`config.mk`:
```
export PLATFORM = sky130hd
export DESIGN_NAME = display_mux_pwm
export DESIGN_NICKNAME = d
export VERILOG_FILES = /design/src/rtl/display_pkg.sv /design/src/rtl/display_tick_gen.sv /design/src/rtl/display_mux_pwm.sv
export SDC_FILE = /design/constraint.sdc
export NUM_CORES = 1
export LEC_CHECK = 0
export CAP_MARGIN = 20
export CORE_MARGIN = 5
export CORE_UTILIZATION = 50
export CTS_BUF_LIST = sky130_fd_sc_hd__clkbuf_16
export DETAILED_ROUTE_END_ITERATION = 6
export PLACE_DENSITY = 0.83
export SLEW_MARGIN = 15
export SYNTH_ARGS = -nofsm -noshare
export SYNTH_HDL_FRONTEND = slang
export SYNTH_SLANG_ARGS = --single-unit
```
`constraint.sdc`:
```
create_clock -name clk_i -period 4 [get_ports clk_i]
set_input_delay 0.6 -clock clk_i [delete_from_list [all_inputs] [get_ports clk_i]]
set_output_delay 0.6 -clock clk_i [all_outputs]
set_load 0.01 [all_outputs]
```
`src/rtl/display_pkg.sv`:
```
// Shared types and constant helpers for scanned seven-segment display drivers.
package display_pkg;

  typedef enum logic [1:0] {
    BLANK = 2'd0,
    ON    = 2'd1,
    OFF   = 2'd2
  } slot_state_t;

  // Clock cycles per digit slot.
  function automatic int calc_slot_div(input int fpga_freq, input int refresh_hz, input int seg_cnt);
    return fpga_freq / (refresh_hz * seg_cnt);
  endfunction

  // Clock cycles per PWM step; a slot holds 2^bright_w steps.
  function automatic int calc_pre_div(input int slot_div, input int bright_w);
    return slot_div >> bright_w;
  endfunction

  // XOR mask turning an active-high drive vector into the pin polarity.
  function automatic logic [63:0] pol_mask(input int active_low);
    return (active_low != 0) ? {64{1'b1}} : 64'd0;
  endfunction

endpackage

```
`src/rtl/display_tick_gen.sv`:
```
// Prescaler for scanned displays: step_tick_o pulses once every PRE_DIV cycles (on the wrap).
// No latency beyond the counter itself; free-running, no backpressure.
module display_tick_gen #(
  parameter int PRE_DIV = 1
) (
  input  logic clk_i,
  input  logic rst_n_i,
  output logic step_tick_o,
  output logic pre_zero_o
);

  localparam int              PRE_W   = (PRE_DIV > 1) ? $clog2(PRE_DIV) : 1;
  localparam logic [PRE_W-1:0] PRE_MAX = PRE_W'(PRE_DIV - 1);

  logic [PRE_W-1:0] pre_q;

  always_ff @(posedge clk_i or negedge rst_n_i) begin
    if (!rst_n_i) begin
      pre_q <= '0;
    end else if (pre_q == PRE_MAX) begin
      pre_q <= '0;
    end else begin
      pre_q <= pre_q + PRE_W'(1);
    end
  end

  assign step_tick_o = (pre_q == PRE_MAX);
  assign pre_zero_o  = (pre_q == '0);

endmodule

```
`src/rtl/display_mux_pwm.sv`:
```
// Scanned 7-seg driver with PWM brightness, per-slot dead time and slot-boundary input shadowing; pins lag scan state by one cycle, free-running.
// Define DISPLAY_MUX_LAMP_TEST_EN to add lamp_test_i (all segments of every digit at full brightness).
module display_mux_pwm
  import display_pkg::*;
#(
  parameter int SEG_CNT        = 4,
  parameter int SEG_W          = 8,
  parameter int FPGA_FREQ      = 50_000_000,
  parameter int REFRESH_HZ     = 1_000,
  parameter int BRIGHT_W       = 4,
  parameter int BLANK_STEPS    = 1,
  parameter int DIG_ACTIVE_LOW = 0,
  parameter int SEG_ACTIVE_LOW = 0
) (
  input  logic                          clk_i,
  input  logic                          rst_n_i,
  input  logic [SEG_CNT-1:0]            en_i,
  input  logic [SEG_CNT-1:0][SEG_W-1:0] seg_i,
  input  logic [BRIGHT_W-1:0]           bright_i,
`ifdef DISPLAY_MUX_LAMP_TEST_EN
  input  logic                          lamp_test_i,
`endif
  output logic [SEG_CNT-1:0]            dig_o,
  output logic [SEG_W-1:0]              seg_o,
  output logic [$clog2(SEG_CNT)-1:0]    active_o,
  output logic                          frame_o
);

  localparam int SLOT_DIV = calc_slot_div(FPGA_FREQ, REFRESH_HZ, SEG_CNT);
  localparam int PRE_DIV  = calc_pre_div(SLOT_DIV, BRIGHT_W);
  localparam int ACT_W    = $clog2(SEG_CNT);

  localparam logic [BRIGHT_W-1:0] STEP_MAX  = '1;
  localparam logic [BRIGHT_W-1:0] BLANK_LIM = BRIGHT_W'(BLANK_STEPS);
  localparam logic [ACT_W-1:0]    ACT_MAX   = ACT_W'(SEG_CNT - 1);

  localparam logic [63:0]         DIG_MASK_W = pol_mask(DIG_ACTIVE_LOW);
  localparam logic [63:0]         SEG_MASK_W = pol_mask(SEG_ACTIVE_LOW);
  localparam logic [SEG_CNT-1:0]  DIG_MASK   = DIG_MASK_W[SEG_CNT-1:0];
  localparam logic [SEG_W-1:0]    SEG_MASK   = SEG_MASK_W[SEG_W-1:0];

  if (PRE_DIV < 1) begin : g_bad_pre_div
    $error("display_mux_pwm: clock too slow for REFRESH_HZ*SEG_CNT*2^BRIGHT_W");
  end
  if (BLANK_STEPS >= (1 << BRIGHT_W)) begin : g_bad_blank
    $error("display_mux_pwm: BLANK_STEPS must be below 2^BRIGHT_W");
  end

  logic                step_tick;
  logic                pre_zero;
  logic [BRIGHT_W-1:0] step_q;
  logic [ACT_W-1:0]    active_q;
  logic                slot_start;
  logic                slot_end;

  display_tick_gen #(
    .PRE_DIV (PRE_DIV)
  ) u_tick_gen (
    .clk_i       (clk_i),
    .rst_n_i     (rst_n_i),
    .step_tick_o (step_tick),
    .pre_zero_o  (pre_zero)
  );

  assign slot_start = pre_zero && (step_q == '0);
  assign slot_end   = step_tick && (step_q == STEP_MAX);

  always_ff @(posedge clk_i or negedge rst_n_i) begin
    if (!rst_n_i) begin
      step_q   <= '0;
      active_q <= '0;
    end else begin
      if (step_tick) begin
        step_q <= step_q + BRIGHT_W'(1);
      end
      if (slot_end) begin
        active_q <= (active_q == ACT_MAX) ? '0 : active_q + ACT_W'(1);
      end
    end
  end

  // Inputs for the digit owning this slot, with lamp-test overrides applied before shadowing.
  logic                en_raw;
  logic [SEG_W-1:0]    seg_raw;
  logic [BRIGHT_W-1:0] bright_raw;

  always_comb begin
    en_raw     = en_i[active_q];
    seg_raw    = seg_i[active_q];
    bright_raw = bright_i;
`ifdef DISPLAY_MUX_LAMP_TEST_EN
    if (lamp_test_i) begin
      en_raw     = 1'b1;
      seg_raw    = '1;
      bright_raw = STEP_MAX;
    end
`endif
  end

  logic                en_q;
  logic [SEG_W-1:0]    seg_q;
  logic [BRIGHT_W-1:0] bright_q;

  always_ff @(posedge clk_i or negedge rst_n_i) begin
    if (!rst_n_i) begin
      en_q     <= 1'b0;
      seg_q    <= '0;
      bright_q <= '0;
    end else if (slot_start) begin
      en_q     <= en_raw;
      seg_q    <= seg_raw;
      bright_q <= bright_raw;
    end
  end

  // The slot's first cycle already uses the values being latched into the shadows.
  logic                en_eff;
  logic [SEG_W-1:0]    seg_eff;
  logic [BRIGHT_W-1:0] bright_eff;

  assign en_eff     = slot_start ? en_raw     : en_q;
  assign seg_eff    = slot_start ? seg_raw    : seg_q;
  assign bright_eff = slot_start ? bright_raw : bright_q;

  slot_state_t state_q;
  slot_state_t state_d;

  always_comb begin
    state_d = state_q;
    if (slot_start) begin
      if (BLANK_LIM != '0) begin
        state_d = BLANK;
      end else if (bright_eff != '0) begin
        state_d = ON;
      end else begin
        state_d = OFF;
      end
    end else begin
      unique case (state_q)
        BLANK: begin
          if (step_q >= BLANK_LIM) begin
            state_d = (step_q < bright_eff) ? ON : OFF;
          end
        end
        ON: begin
          if (step_q >= bright_eff) begin
            state_d = OFF;
          end
        end
        default: state_d = OFF;
      endcase
    end
  end

  logic               lit_d;
  logic [SEG_CNT-1:0] dig_d;
  logic [SEG_W-1:0]   seg_d;

  assign lit_d = (state_d == ON) && en_eff;
  assign dig_d = lit_d ? (SEG_CNT'(1) << active_q) : '0;
  assign seg_d = lit_d ? seg_eff : '0;

  // frame_pend_q marks the first scan cycle of digit 0 after a wrap, so no pulse follows reset.
  logic frame_pend_q;

  always_ff @(posedge clk_i or negedge rst_n_i) begin
    if (!rst_n_i) begin
      state_q      <= BLANK;
      dig_o        <= DIG_MASK;
      seg_o        <= SEG_MASK;
      active_o     <= '0;
      frame_pend_q <= 1'b0;
      frame_o      <= 1'b0;
    end else begin
      state_q      <= state_d;
      dig_o        <= dig_d ^ DIG_MASK;
      seg_o        <= seg_d ^ SEG_MASK;
      active_o     <= active_q;
      frame_pend_q <= slot_end && (active_q == ACT_MAX);
      frame_o      <= frame_pend_q;
    end
  end

endmodule

```
==> impl_metrics.tcl <==
set metrics [dict create \
    areaGrowthSynthToFinish_pct 30.78 \
    regArea_um2 1176 \
    peakVddDrop_mv 0.3136 \
    final_nets 295 \
    slew_viol_final 0 \
    die_w_um 79.32 \
    path_delay_family "simple AND/OR/NAND/NOR gates" \
    hold_ws_ns 0.1887 \
    route.detailed.drc 0 \
    r2r_setup_slack_ns 0.56 \
    powerDensity_nw_per_um2 306.8 \
    wl_per_cell_um 17.04 \
    ios 57 \
    tns_ns 0 \
    cts_buffers 5 \
    p_leak_uw 0.001261 \
    path_max_fanout 13 \
    cts_hold_buf 0 \
    fin_crit_sh 0.8602 \
    chipHeight_um 79.32 \
    syn_area_per_cell_um2 12.85 \
    max_clock_freq_mhz 290.6 \
    cts.sinks 47 \
    path_cells "inv_1 > ha_1 > or3b_2 > nor4_4 > mux2_2 > ha_1 > nand4_1 > o21a_1 > a211oi_1" \
    cp_num_buf_inv 1 \
    fillCellCount 349 \
    synthesis.area_um2 2402 \
    clock_latency_ns 0.28 \
    antenna_found_initial 0 \
    layout_common_cells "clkdlybuf4s50_1 (55), dfrtp_1 (47), mux2_2 (16), nor4_1 (15), ha_1 (13)" \
    grt_pass1_vias 1786 \
    firstDrtPassIters 4 \
    max_cap_viol_count 0 \
    r2r_cells 9 \
    clockPowerShare 0.417 \
    antennaDiodeCount 0 \
    netlist_instances 187 \
    multi_input_area_um2 1132 \
    switchingPower_uw 200.9 \
    vias_per_cell 5.766 \
    p_seq_frac 0.506 \
    synth-seq-cells 47 \
    clockRootBuffer "clkbuf_16" \
    cp_common_cell "ha_1" \
    overflow 0 \
    cts.clk_slew.worst_paths_ns 0.06 \
    skew_ns 0.002554 \
    cts_tree "yes" \
    hp-class "primary input to async pin" \
    critPathLaunchType "flop" \
    ys_types 38 \
    synth_seq_area_share 0.4896 \
    initial_core_util 0.5120 \
    dieArea_um2 6291 \
    finalSetupViolations 0 \
    fin_ws_ns 0.5591 \
    crit_slowest_cell "or3b_2" \
    place.gp.congestion 0.7477 \
    ant_nets 0 \
    internal-power_uw 763.0 \
    crit_path_end_kind "flop" \
    hold_viol 0 \
    syn_nets 242 \
    ctsLongestPathBuffers 2 \
    worst_pin_slew_ns 0.7372 \
    drive_above_1_share 0.1743 \
    num_rows 25 \
    period_needed_ns 3.441 \
    cpPeakStageDelay_ns 0.52 \
    r2r_end "state_q[1]" \
    crit_start "step_q[0]" \
    drtIter0Drc 97 \
    vias 1701 \
    pwr-share-comb 0.077 \
    portBuffers 56 \
    crit_arrival_ns 3.64 \
    final_common_cell "clkdlybuf4s50_1" \
    critical_path_cell_count 9 \
    outcome "completed" \
    wl_mm 5.026 \
    crit_end "state_q[1]" \
    core_um2 4692 \
    post_cts_buffers 0 \
    rsz0062_at_grt "false" \
    grt_pass1_wl_mm 8.673 \
    yosysWarnings 0 \
    rr_startpoint "step_q[0]" \
    pre_cts_slack_ns 0.5585 \
    sw_frac_of_total 0.2084 \
    grt_max_degree 48 \
    required_ns 4.20 \
    crit_type "flop to flop" \
    dp_hpwl_mm 3.602 \
    grt_usage 0.1782 \
    cts_htree_levels 2 \
    slew_headroom 0.5059 \
    cts.repair.resized 0 \
]
## how the worst min path moves through the flow
stage                 start           to  slack [ns]  depth (start not counted)
2_1_floorplan       rst_n_i  active_o[0]        0.30                          0
3_3_place_gp   frame_pend_q      frame_o        0.34                          0
3_5_place_dp   frame_pend_q      frame_o        0.34                          0
4_1_cts        frame_pend_q      frame_o        0.35                          0
5_1_grt             rst_n_i     seg_q[2]        0.20                          1
6_report            rst_n_i     seg_q[2]        0.19                          1
## sequential cells by signal (all words and copies together), names as in the netlist, 2 cells and up
name	count
active_q	2
active_o	2
step_q	4
state_q	2
seg_o	8
bright_q	4
seg_q	8
dig_o	4
u_tick_gen.pre_q	10
## metrics by stage
step,power (µW),instances,utilization,area [µm²]
2_1_floorplan,516.1,187,-,2402
3_3_place_gp,567.1,286,0.6333,2972
3_5_place_dp,569.0,286,0.6333,2972
4_1_cts,972.4,294,0.6643,3117
5_1_grt,1003,295,0.6696,3142
6_report,963.9,295,0.6696,3142
## logic make-up after synthesis
kind of cell | count (synthesis) | share of synthesized area
compound gates | 21 | 0.06927
mux | 28 | 0.1719
flops | 47 | 0.4896
fa+ha+maj | 13 | 0.06771
simple gates | 48 | 0.1276
buf+inv | 21 | 0.04114
xor+xnor | 9 | 0.03281
## final cells by class
class / count / share of cell area
Sequential cell: 47 / 0.3744
Multi-Input combinational cell: 119 / 0.3604
Timing Repair Buffer: 59 / 0.1880
Clock buffer: 5 / 0.03982
Tap cell: 54 / 0.02151
Inverter: 8 / 0.009558
Clock inverter: 3 / 0.006372
## power by group through the flow
stage | Clock, µW | Combinational [µW] | Sequential, µW
after floorplan | 0 | 22.8 | 493
after global placement | 0 | 71.0 | 496
after detailed placement | 0 | 72.9 | 496
after CTS | 412 | 73.1 | 487
after global routing | 433 | 81.8 | 488
final | 402 | 74.3 | 487
## cell usage after synthesis (all sizes together)
cell type | number | area (µm²)
or3b | 1 | 8.760
ha | 13 | 162.7
o31ai | 2 | 15.01
a21oi | 2 | 10.01
nor4 | 17 | 127.6
nor2b | 1 | 6.260
and3 | 1 | 6.260
mux4 | 9 | 202.7
nor4b | 1 | 8.760
mux2 | 16 | 180.2
nand3 | 8 | 40.04
dfrtp | 47 | 1176
a211oi | 1 | 7.510
o21a | 2 | 15.01
mux2i | 3 | 30.03
and2 | 1 | 6.260
nor3 | 2 | 15.01
buf | 5 | 38.78
or3 | 1 | 6.260
xor2 | 5 | 43.79
o21ai | 1 | 5.000
or4 | 2 | 15.01
clkbuf | 8 | 30.03
inv | 8 | 30.03
xnor2 | 4 | 35.03
o31a | 1 | 8.760
o2111ai | 12 | 105.1
or4b | 1 | 10.01
nand4 | 3 | 18.77
and2b | 1 | 7.510
nor2 | 7 | 26.28
nand2 | 1 | 3.750
## metal layers
layer / vias up / GRT usage / part of all wire / wire length, µm
li1: 821 / - / - / -
met1: 833 / 0.2281 / 0.44 / 2229
met2: 43 / 0.3005 / 0.51 / 2552
met3: 4 / 0.04649 / 0.040 / 203
met4: 0 / 0.04639 / 0.0080 / 40
met5: - / 0 / 0 / 0
No activity file was read; power rests on OpenSTA's default activity.
